<file path="src/rtl/io_hub_if.sv">
// ---------------------------------------------------------------------------
// io_hub_if
//   CPU-side register bus of the I/O hub: strobes, byte address, write data
//   and the combinational read data returned to the MemorIO mux.
//
//   master : CPU / address decoder (drives strobes, addr, wdata)
//   slave  : io_hub (returns rdata)
// ---------------------------------------------------------------------------
interface io_hub_if;
  logic        io_read;   // read strobe for this block
  logic        io_write;  // write strobe for this block
  logic [9:0]  addr;      // byte offset, bits [1:0] ignored
  logic [31:0] wdata;     // write data
  logic [31:0] rdata;     // read data, zero when io_read is low

  modport master (output io_read, io_write, addr, wdata, input rdata);
  modport slave  (input io_read, io_write, addr, wdata, output rdata);
endinterface

</file>
<file path="src/rtl/io_hub.sv">
// ---------------------------------------------------------------------------
// io_hub
//   Memory-mapped I/O block for the single-cycle MIPS core: synchronised
//   switches, a writable LED register, debounced buttons with sticky press
//   flags, and a programmable down-counting timer. irq summarises pending
//   button presses and timer expiry for polling firmware.
//
//   Ports
//     clock   : system clock (CPU domain)
//     rst_n   : asynchronous active-low reset
//     bus     : register bus (io_hub_if.slave)
//     switch  : raw asynchronous switches
//     button  : raw asynchronous active-high buttons
//     led     : LED register
//     irq     : OR of all pending button flags and timer EXPIRED
//
//   Word map: 0 SW, 1 LED, 2 BTN_LEVEL, 3 BTN_PEND (W1C), 4 TIMER_LOAD,
//             5 TIMER_CTRL {EXPIRED(W1C), AUTO, EN}. Others read 0.
// ---------------------------------------------------------------------------
module io_hub #(
  parameter int SW_WIDTH        = 24,
  parameter int LED_WIDTH       = 24,
  parameter int BTN_COUNT       = 5,
  parameter int DEBOUNCE_CYCLES = 230000
) (
  input  logic                 clock,
  input  logic                 rst_n,
  io_hub_if.slave              bus,
  input  logic [SW_WIDTH-1:0]  switch,
  input  logic [BTN_COUNT-1:0] button,
  output logic [LED_WIDTH-1:0] led,
  output logic                 irq
);

  localparam int              CNT_W   = $clog2(DEBOUNCE_CYCLES);
  localparam logic [CNT_W-1:0] CNT_MAX = CNT_W'(DEBOUNCE_CYCLES - 1);
  localparam logic [CNT_W-1:0] CNT_ONE = CNT_W'(1);

  typedef enum logic [7:0] {
    REG_SW    = 8'h00,
    REG_LED   = 8'h01,
    REG_LEVEL = 8'h02,
    REG_PEND  = 8'h03,
    REG_LOAD  = 8'h04,
    REG_CTRL  = 8'h05
  } reg_e;

  typedef struct packed {
    logic expired;
    logic auto_reload;
    logic en;
  } ctrl_t;

  // State
  logic [SW_WIDTH-1:0]  sw_meta_q, sw_sync_q;
  logic [LED_WIDTH-1:0] led_q, led_d;
  logic [BTN_COUNT-1:0] btn_meta_q, btn_sync_q;
  logic [BTN_COUNT-1:0] btn_level_q, btn_level_d;
  logic [BTN_COUNT-1:0] btn_pend_q, btn_pend_d;
  logic [CNT_W-1:0]     btn_cnt_q [BTN_COUNT];
  logic [CNT_W-1:0]     btn_cnt_d [BTN_COUNT];
  logic [31:0]          count_q, count_d;
  logic [31:0]          reload_q, reload_d;
  ctrl_t                ctrl_q, ctrl_d;

  // Decode
  reg_e                 word;
  logic                 wr_led, wr_pend, wr_load, wr_ctrl;
  logic [BTN_COUNT-1:0] btn_rise, btn_clr;
  logic                 expire;
  logic                 unused_addr;

  assign word        = reg_e'(bus.addr[9:2]);
  assign unused_addr = ^bus.addr[1:0];
  assign wr_led      = bus.io_write && (word == REG_LED);
  assign wr_pend     = bus.io_write && (word == REG_PEND);
  assign wr_load     = bus.io_write && (word == REG_LOAD);
  assign wr_ctrl     = bus.io_write && (word == REG_CTRL);
  assign btn_clr     = wr_pend ? bus.wdata[BTN_COUNT-1:0] : '0;

  // Next-state logic
  // NOTE: every variable written below gets a default first, so no path
  // leaves it unassigned and no latch is inferred.
  always_comb begin
    led_d       = led_q;
    btn_level_d = btn_level_q;
    btn_cnt_d   = btn_cnt_q;
    btn_rise    = '0;
    count_d     = count_q;
    reload_d    = reload_q;
    ctrl_d      = ctrl_q;
    expire      = 1'b0;

    if (wr_led) led_d = bus.wdata[LED_WIDTH-1:0];

    // Debounce: a level change is accepted only after the synchronised
    // input has disagreed with the level for DEBOUNCE_CYCLES edges in a row.
    for (int i = 0; i < BTN_COUNT; i++) begin
      if (btn_sync_q[i] == btn_level_q[i]) begin
        btn_cnt_d[i] = '0;
      end else if (btn_cnt_q[i] == CNT_MAX) begin
        btn_level_d[i] = btn_sync_q[i];
        btn_cnt_d[i]   = '0;
        btn_rise[i]    = btn_sync_q[i];
      end else begin
        btn_cnt_d[i] = btn_cnt_q[i] + CNT_ONE;
      end
    end

    // A new press outranks a simultaneous clear of the same bit.
    btn_pend_d = (btn_pend_q & ~btn_clr) | btn_rise;

    // Timer: count == 1 is the expiry tick; count == 0 is a dead stop.
    if (ctrl_q.en) begin
      if (count_q > 32'd1) begin
        count_d = count_q - 32'd1;
      end else if (count_q == 32'd1) begin
        expire  = 1'b1;
        count_d = ctrl_q.auto_reload ? reload_q : '0;
      end
    end

    // A LOAD write overrides whatever the tick chose for count.
    if (wr_load) begin
      reload_d = bus.wdata;
      count_d  = bus.wdata;
    end

    if (wr_ctrl) begin
      ctrl_d.en          = bus.wdata[0];
      ctrl_d.auto_reload = bus.wdata[1];
    end
    ctrl_d.expired = (ctrl_q.expired & ~(wr_ctrl & bus.wdata[2])) | expire;
  end

  // State registers
  // NOTE: sequential state uses non-blocking assignments so every flop
  // samples the pre-edge values regardless of statement order.
  // NOTE: the debounce counter array is reset too, so an interrupted
  // debounce cannot resume after rst_n is released.
  always_ff @(posedge clock or negedge rst_n) begin
    if (!rst_n) begin
      sw_meta_q   <= '0;
      sw_sync_q   <= '0;
      led_q       <= '0;
      btn_meta_q  <= '0;
      btn_sync_q  <= '0;
      btn_level_q <= '0;
      btn_pend_q  <= '0;
      for (int i = 0; i < BTN_COUNT; i++) btn_cnt_q[i] <= '0;
      count_q     <= '0;
      reload_q    <= '0;
      ctrl_q      <= '0;
    end else begin
      sw_meta_q   <= switch;
      sw_sync_q   <= sw_meta_q;
      led_q       <= led_d;
      btn_meta_q  <= button;
      btn_sync_q  <= btn_meta_q;
      btn_level_q <= btn_level_d;
      btn_pend_q  <= btn_pend_d;
      btn_cnt_q   <= btn_cnt_d;
      count_q     <= count_d;
      reload_q    <= reload_d;
      ctrl_q      <= ctrl_d;
    end
  end

  // Combinational read path for the single-cycle core.
  always_comb begin
    bus.rdata = '0;
    if (bus.io_read) begin
      case (word)
        REG_SW:    bus.rdata = 32'(sw_sync_q);
        REG_LED:   bus.rdata = 32'(led_q);
        REG_LEVEL: bus.rdata = 32'(btn_level_q);
        REG_PEND:  bus.rdata = 32'(btn_pend_q);
        REG_LOAD:  bus.rdata = count_q;
        REG_CTRL:  bus.rdata = {29'd0, ctrl_q};
        default:   bus.rdata = '0;
      endcase
    end
  end

  assign led = led_q;
  assign irq = (|btn_pend_q) | ctrl_q.expired;

endmodule

</file>
<file path="src/flat_wrapper.sv">
// flat-port wrapper written by rule: the top's interface ports become plain ports
module io_hub_flat 
#(
  parameter int SW_WIDTH        = 24,
  parameter int LED_WIDTH       = 24,
  parameter int BTN_COUNT       = 5,
  parameter int DEBOUNCE_CYCLES = 230000
)
  (clock, rst_n, switch, button, led, irq, bus_io_read, bus_io_write, bus_addr, bus_wdata, bus_rdata);
  io_hub_if bus_i ();
  input  logic clock;
  input  logic rst_n;
  input  logic [SW_WIDTH-1:0] switch;
  input  logic [BTN_COUNT-1:0] button;
  output logic [LED_WIDTH-1:0] led;
  output logic irq;
  input wire logic [$bits(bus_i.io_read)-1:0] bus_io_read;
  input wire logic [$bits(bus_i.io_write)-1:0] bus_io_write;
  input wire logic [$bits(bus_i.addr)-1:0] bus_addr;
  input wire logic [$bits(bus_i.wdata)-1:0] bus_wdata;
  output wire logic [$bits(bus_i.rdata)-1:0] bus_rdata;
  assign bus_i.io_read = bus_io_read;
  assign bus_i.io_write = bus_io_write;
  assign bus_i.addr = bus_addr;
  assign bus_i.wdata = bus_wdata;
  assign bus_rdata = bus_i.rdata;
  io_hub #(.SW_WIDTH(SW_WIDTH), .LED_WIDTH(LED_WIDTH), .BTN_COUNT(BTN_COUNT), .DEBOUNCE_CYCLES(DEBOUNCE_CYCLES)) u_core (.clock(clock), .rst_n(rst_n), .bus(bus_i), .switch(switch), .button(button), .led(led), .irq(irq));
endmodule
</file>
<file path="config.mk">
export PLATFORM = sky130hd
export DESIGN_NAME = io_hub_flat
export DESIGN_NICKNAME = d
export VERILOG_FILES = /design/src/rtl/io_hub_if.sv /design/src/rtl/io_hub.sv /design/src/flat_wrapper.sv
export SDC_FILE = /design/constraint.sdc
export NUM_CORES = 1
export LEC_CHECK = 0
export ABC_AREA = 1
export CELL_PAD_IN_SITES_DETAIL_PLACEMENT = 1
export CELL_PAD_IN_SITES_GLOBAL_PLACEMENT = 1
export CORE_MARGIN = 2
export CORE_UTILIZATION = 25
export CTS_CLUSTER_DIAMETER = 100
export DETAILED_ROUTE_END_ITERATION = 12
export GPL_TIMING_DRIVEN = 0
export PLACE_DENSITY = 0.59
export REMOVE_ABC_BUFFERS = 1
export SLEW_MARGIN = 20
export SYNTH_ARGS = -nofsm -noshare
export SYNTH_HDL_FRONTEND = slang
export SYNTH_SLANG_ARGS = --single-unit
</file>
<file path="constraint.sdc">
create_clock -name clock -period 4.5 [get_ports clock]
set_input_delay 0.9 -clock clock [delete_from_list [all_inputs] [get_ports clock]]
set_output_delay 0.9 -clock clock [all_outputs]
set_load 0.05 [all_outputs]
</file>
* Yosys cells after proc, flatten, opt, wreduce, memory -nomap -nowiden *
Cells that the tools add are included.
Widths: inputs -> output; s select.

storage, ports and cells
  input bits = 75
  logic and storage cells = 102
  flip-flop bits (word level) = 249

cells by class
  equality and inequality tests = 16
  add/sub/neg operators = 6
  muxes and demuxes = 31
  $lt $le $gt $ge = 1
  bitwise gates (word level) = 13
  reductions and logical operators = 14

operators by type and width
  kind                   count
  $mux 32                6
  $pmux 32 s6            1
  $mux 18                10
  $add 18x1->18 const B  5
  $eq 18x18->1 const B   5
  $eq 32x1->1 const B    1
  $gt 32x1->1 const B    1
  $sub 32x1->32 const B  1
  $eq 8x2->1 const B     2
  $eq 8x3->1 const B     2
  $mux 1                 13
  $reduce_and 2->1       6
  $eq 8x1->1 const B     1
  $logic_not 8->1        1
  $not 1->1              6
  $and 5x5->5            1
  $eq 1x1->1             5
  $mux 5                 1
  $not 5->5              1
  $or 5x5->5             1
  $reduce_or 5->1        1
  $logic_and 1x1->1      4
  $reduce_bool 3->1      1
  $and 1x1->1            2
  other kinds (2)        3

* Longest topological paths before layout *
  depth in word-level cells = 6
  mapped depth = 13

* Worst setup path before layout *
No wires, ideal clock.

  kind = input -> output
  start = input port bus_addr[9]
  end = output port bus_rdata[0]
  stages on the path = 8
  data arrival time = 2.676 ns
  setup slack = 0.924 ns
  data required time = 3.600 ns
  path through = nor2_1 -> nand3_1 -> inv_1 -> nand2_1 -> inv_1 -> buf_1 -> nand2_1 -> a31oi_1

on the way
  cells in the longest elaborated chain, start to end = 3

ends and longest elaborated chain
  what                                RTL line            RTL
  start: declaration                  flat_wrapper.sv:19  input wire logic [$bits(bus_i.addr)-1:0] bus_addr;
  $eq 8x3->1 (tied with other cells)  io_hub.sv:173       case (word)
  $pmux 32 s6 *                       io_hub.sv:173
  $mux 32 *                           io_hub.sv:172       if (bus.io_read) begin
  end: declaration                    flat_wrapper.sv:21  output wire logic [$bits(bus_i.rdata)-1:0] bus_rdata;

Mark *: on every way between the ends. The rest lies on a longest branch, timed or not.

* Worst setup path after layout *
  start = input port bus_addr[4]
  end = output port bus_rdata[2]

The elaborated chain is that of the path after synthesis.

==> flow_metrics.py <==
metrics = {
    "timing": {
        "period_minus_slack_ns": 4.36,
        "post-route-period-util": 0.969,
        "max_freq_mhz": 229,
        "finalSetupViolations": 0,
        "fin_skew_ns": 0.0226,
        "relSlewSlack": 0.287,
        "slew_violations": 0,
        "rsz0062_at_grt": "false",
        "fin_ws_ns": 0.140,
        "worst_pin_slew_ns": 1.07,
        "finalHoldViolCount": 0,
        "tns_ns": 0,
    },
    "placement": {
        "gp_congestion": 0.833,
        "dp.cells": 2250,
        "placed_area_um2": 14300,
        "dpl_worst_slack_ns": -0.715,
        "place_hpwl_um": 27500,
        "io_buffer_count": 129,
    },
    "setup_path": {
        "critPathRequiredTime_ns": 3.60,
        "cp-start-kind": "input port",
        "r2r-start": "u_core.count_q[0]",
        "cp_data_arrival_time_ns": 3.46,
        "crit_type": "in2out",
        "r2r-end": "u_core.count_q[25]",
        "reg2reg_slack_ns": 1.74,
        "path_max_fanout": 23,
        "endpoint_kind": "output port",
        "reg2regPathDepth": 10,
    },
    "cts": {
        "tritoncts": "built",
        "clockBufferDepth": 3,
        "clk_pin_slew_ns": 0.06,
        "ctsRootBufferMaster": "clkbuf_16",
        "insertion_delay_ns": 0.58,
        "holdBufCountCts": 0,
        "h-tree-depth": 1,
        "clock-sinks": 249,
        "numCtsBuffers": 31,
    },
    "routing": {
        "firstDrtPassIters": 4,
        "drcViolationCount": 0,
        "ant_nets": 0,
        "drt_iter0_markers": 457,
        "wirelength_um": 38200,
        "dr_total_vias": 10500,
        "via_per_inst": 4.56,
        "wl_per_cell_um": 16.5,
    },
    "synth": {
        "synth_area_per_cell_um2": 8.02,
        "syn_inst": 1528,
        "synth_top_family_by_area": "simple AND/OR/NAND/NOR gates",
        "synthSimpleGateAreaFrac": 0.296,
        "synth-edff-count": 0,
        "synth.distinct_cells": 42,
        "yosys_most_used_dff": "dfrtp_1",
        "synth_compound_area_frac": 0.0709,
        "synth-warning-count": 0,
        "synthXorXnorAreaFrac": 0.0400,
        "syn_area_um2": 12200,
        "synthMuxAreaShare": 0.0138,
        "synthAdderAreaFrac": 0.00715,
        "async_reset_ff_frac": 1.00,
        "ys_seq_area_frac": 0.509,
        "synth_seq_cells": 249,
    },
    "cells_and_area": {
        "diodes": 0,
        "area_delta_synth_final_pct": 26.2,
        "final_core_util": 0.318,
        "final_cell_mix": "nand2_1 (372), nor2_1 (271), dfrtp_1 (249)",
        "final_common_cell": "nand2_1",
        "drive_gt1_frac": 0.0688,
        "postLayoutCellArea_um2": 15500,
        "instances_no_fill": 2307,
        "final_nets": 1744,
    },
    "grt": {
        "grt_pass1_wl_um": 62100,
        "grt_max_degree": 93,
        "grt_pass1_vias": 11200,
        "grt_usage": 0.155,
        "grt_overflow_total": 0,
        "antenna_found_initial": 0,
    },
    "job": {
        "drv_cap": 0,
    },
    "floorplanning": {
        "die_area_um2": 50800,
        "die_height_um": 225,
        "core_um2": 48600,
        "fp.dieW_um": 225,
        "ios": 132,
        "start_util": 0.252,
        "rows": 81,
    },
    "power_and_ir_drop": {
        "p_per_area_nw_per_um2": 421,
        "vdd_ir_drop_max_mv": 0.304,
        "power.leakage_uw": 0.00708,
    },
    "worst_hold_path": {
        "hp-class": "in2async",
    },
    "run_status": {
        "status": "completed",
    },
}
[how the worst max path moves through the flow]
stage	from	to	cells past startpoint
final	bus_addr[4]	bus_rdata[2]	8
after global routing	bus_addr[9]	bus_rdata[3]	12
after CTS	bus_addr[9]	bus_rdata[4]	12
after detailed placement	bus_addr[9]	bus_rdata[2]	9
after global placement	rst_n	u_core.sw_meta_q[7]	1
after floorplan	bus_addr[7]	bus_rdata[10]	9
[synth_stat cells (7+ instances only)]
| master | n | area, um^2 |
|---|---|---|
| nor2_1 | 272 | 1020 |
| xor2_1 | 46 | 403 |
| a21oi_1 | 34 | 170 |
| nor3_1 | 38 | 190 |
| clkbuf_1 | 15 | 56.3 |
| nand2_1 | 374 | 1400 |
| nand4_1 | 37 | 231 |
| a31oi_1 | 9 | 56.3 |
| a221oi_1 | 18 | 158 |
| ha_1 | 7 | 87.6 |
| nand2_2 | 11 | 68.8 |
| mux2_2 | 13 | 146 |
| buf_2 | 12 | 60.1 |
| o21ai_0 | 75 | 375 |
| nor4_1 | 17 | 106 |
| xnor2_1 | 10 | 87.6 |
| nand3_1 | 75 | 375 |
| nor2_2 | 9 | 56.3 |
| dfrtp_1 | 249 | 6230 |
| inv_1 | 159 | 597 |
[area by class of cell]
cell class,instances,area [um^2]
Timing Repair Buffer,135,1410
Fill cell,5792,33200
Inverter,163,617
Multi-Input combinational cell,1082,5280
Tap cell,622,778
Sequential cell,249,6230
Clock buffer,39,866
Clock inverter,17,278
[registers in the layout, summed over array words and instances (netlist names)]
signal and flops:
u_core.btn_sync_q 5, u_core.led 24, u_core.btn_level_q 5, u_core.count_q 32, u_core.sw_sync_q 24, u_core.ctrl_q 3
u_core.btn_meta_q 5, u_core.btn_cnt_q 90, u_core.btn_pend_q 5, u_core.reload_q 32, u_core.sw_meta_q 24
[critical path: stages]
cell and delay [ns]:
clkdlybuf4s50_1 0.55, nand2_1 0.10, nor3_1 0.30, nand2_4 0.30, o21ai_0 0.31, nor2_1 0.09, a31oi_1 0.31, dlygate4sd2_1 0.60
[stage by stage]
step / power [uW] / hold slack, ns
2_1_floorplan: 3360 / 0.331
3_5_place_dp: 3790 / 0.336
6_report: 6500 / 0.269
3_3_place_gp: 3760 / 0.336
4_1_cts: 6620 / 0.293
5_1_grt: 6880 / 0.317
[per-layer routing]
layer / up-vias / global-route usage / routed length, um / share of wire
met5: - / 0 / 0 / 0
met4: 0 / 0.0335 / 753 / 0.020
met3: 45 / 0.0218 / 1060 / 0.028
met2: 113 / 0.261 / 18200 / 0.48
met1: 5174 / 0.210 / 18100 / 0.48
li1: 5183 / - / - / -
[where the power goes]
group          total, uW  switching (uW)  internal (uW)
logic               1070             686            388
registers           2660             225           2430
clock network       2770            1010           1760
total               6500            1930           4580
[cells by family (layout without fill, tap and decap cells)]
family | Yosys count | count (layout)
fa+ha+maj | 7 | 7
buf+inv | 197 | 354
mux | 15 | 15
xor+xnor | 56 | 56
simple gates | 853 | 853
flops | 249 | 249
compound gates | 151 | 151
[repair_timing]
action	in CTS	in global routing
resized for setup	25	9
buffers inserted	0	1
pin swaps	0	1
endpoints found under the setup margin	24	7
No activity file was read; power rests on OpenSTA's default activity.
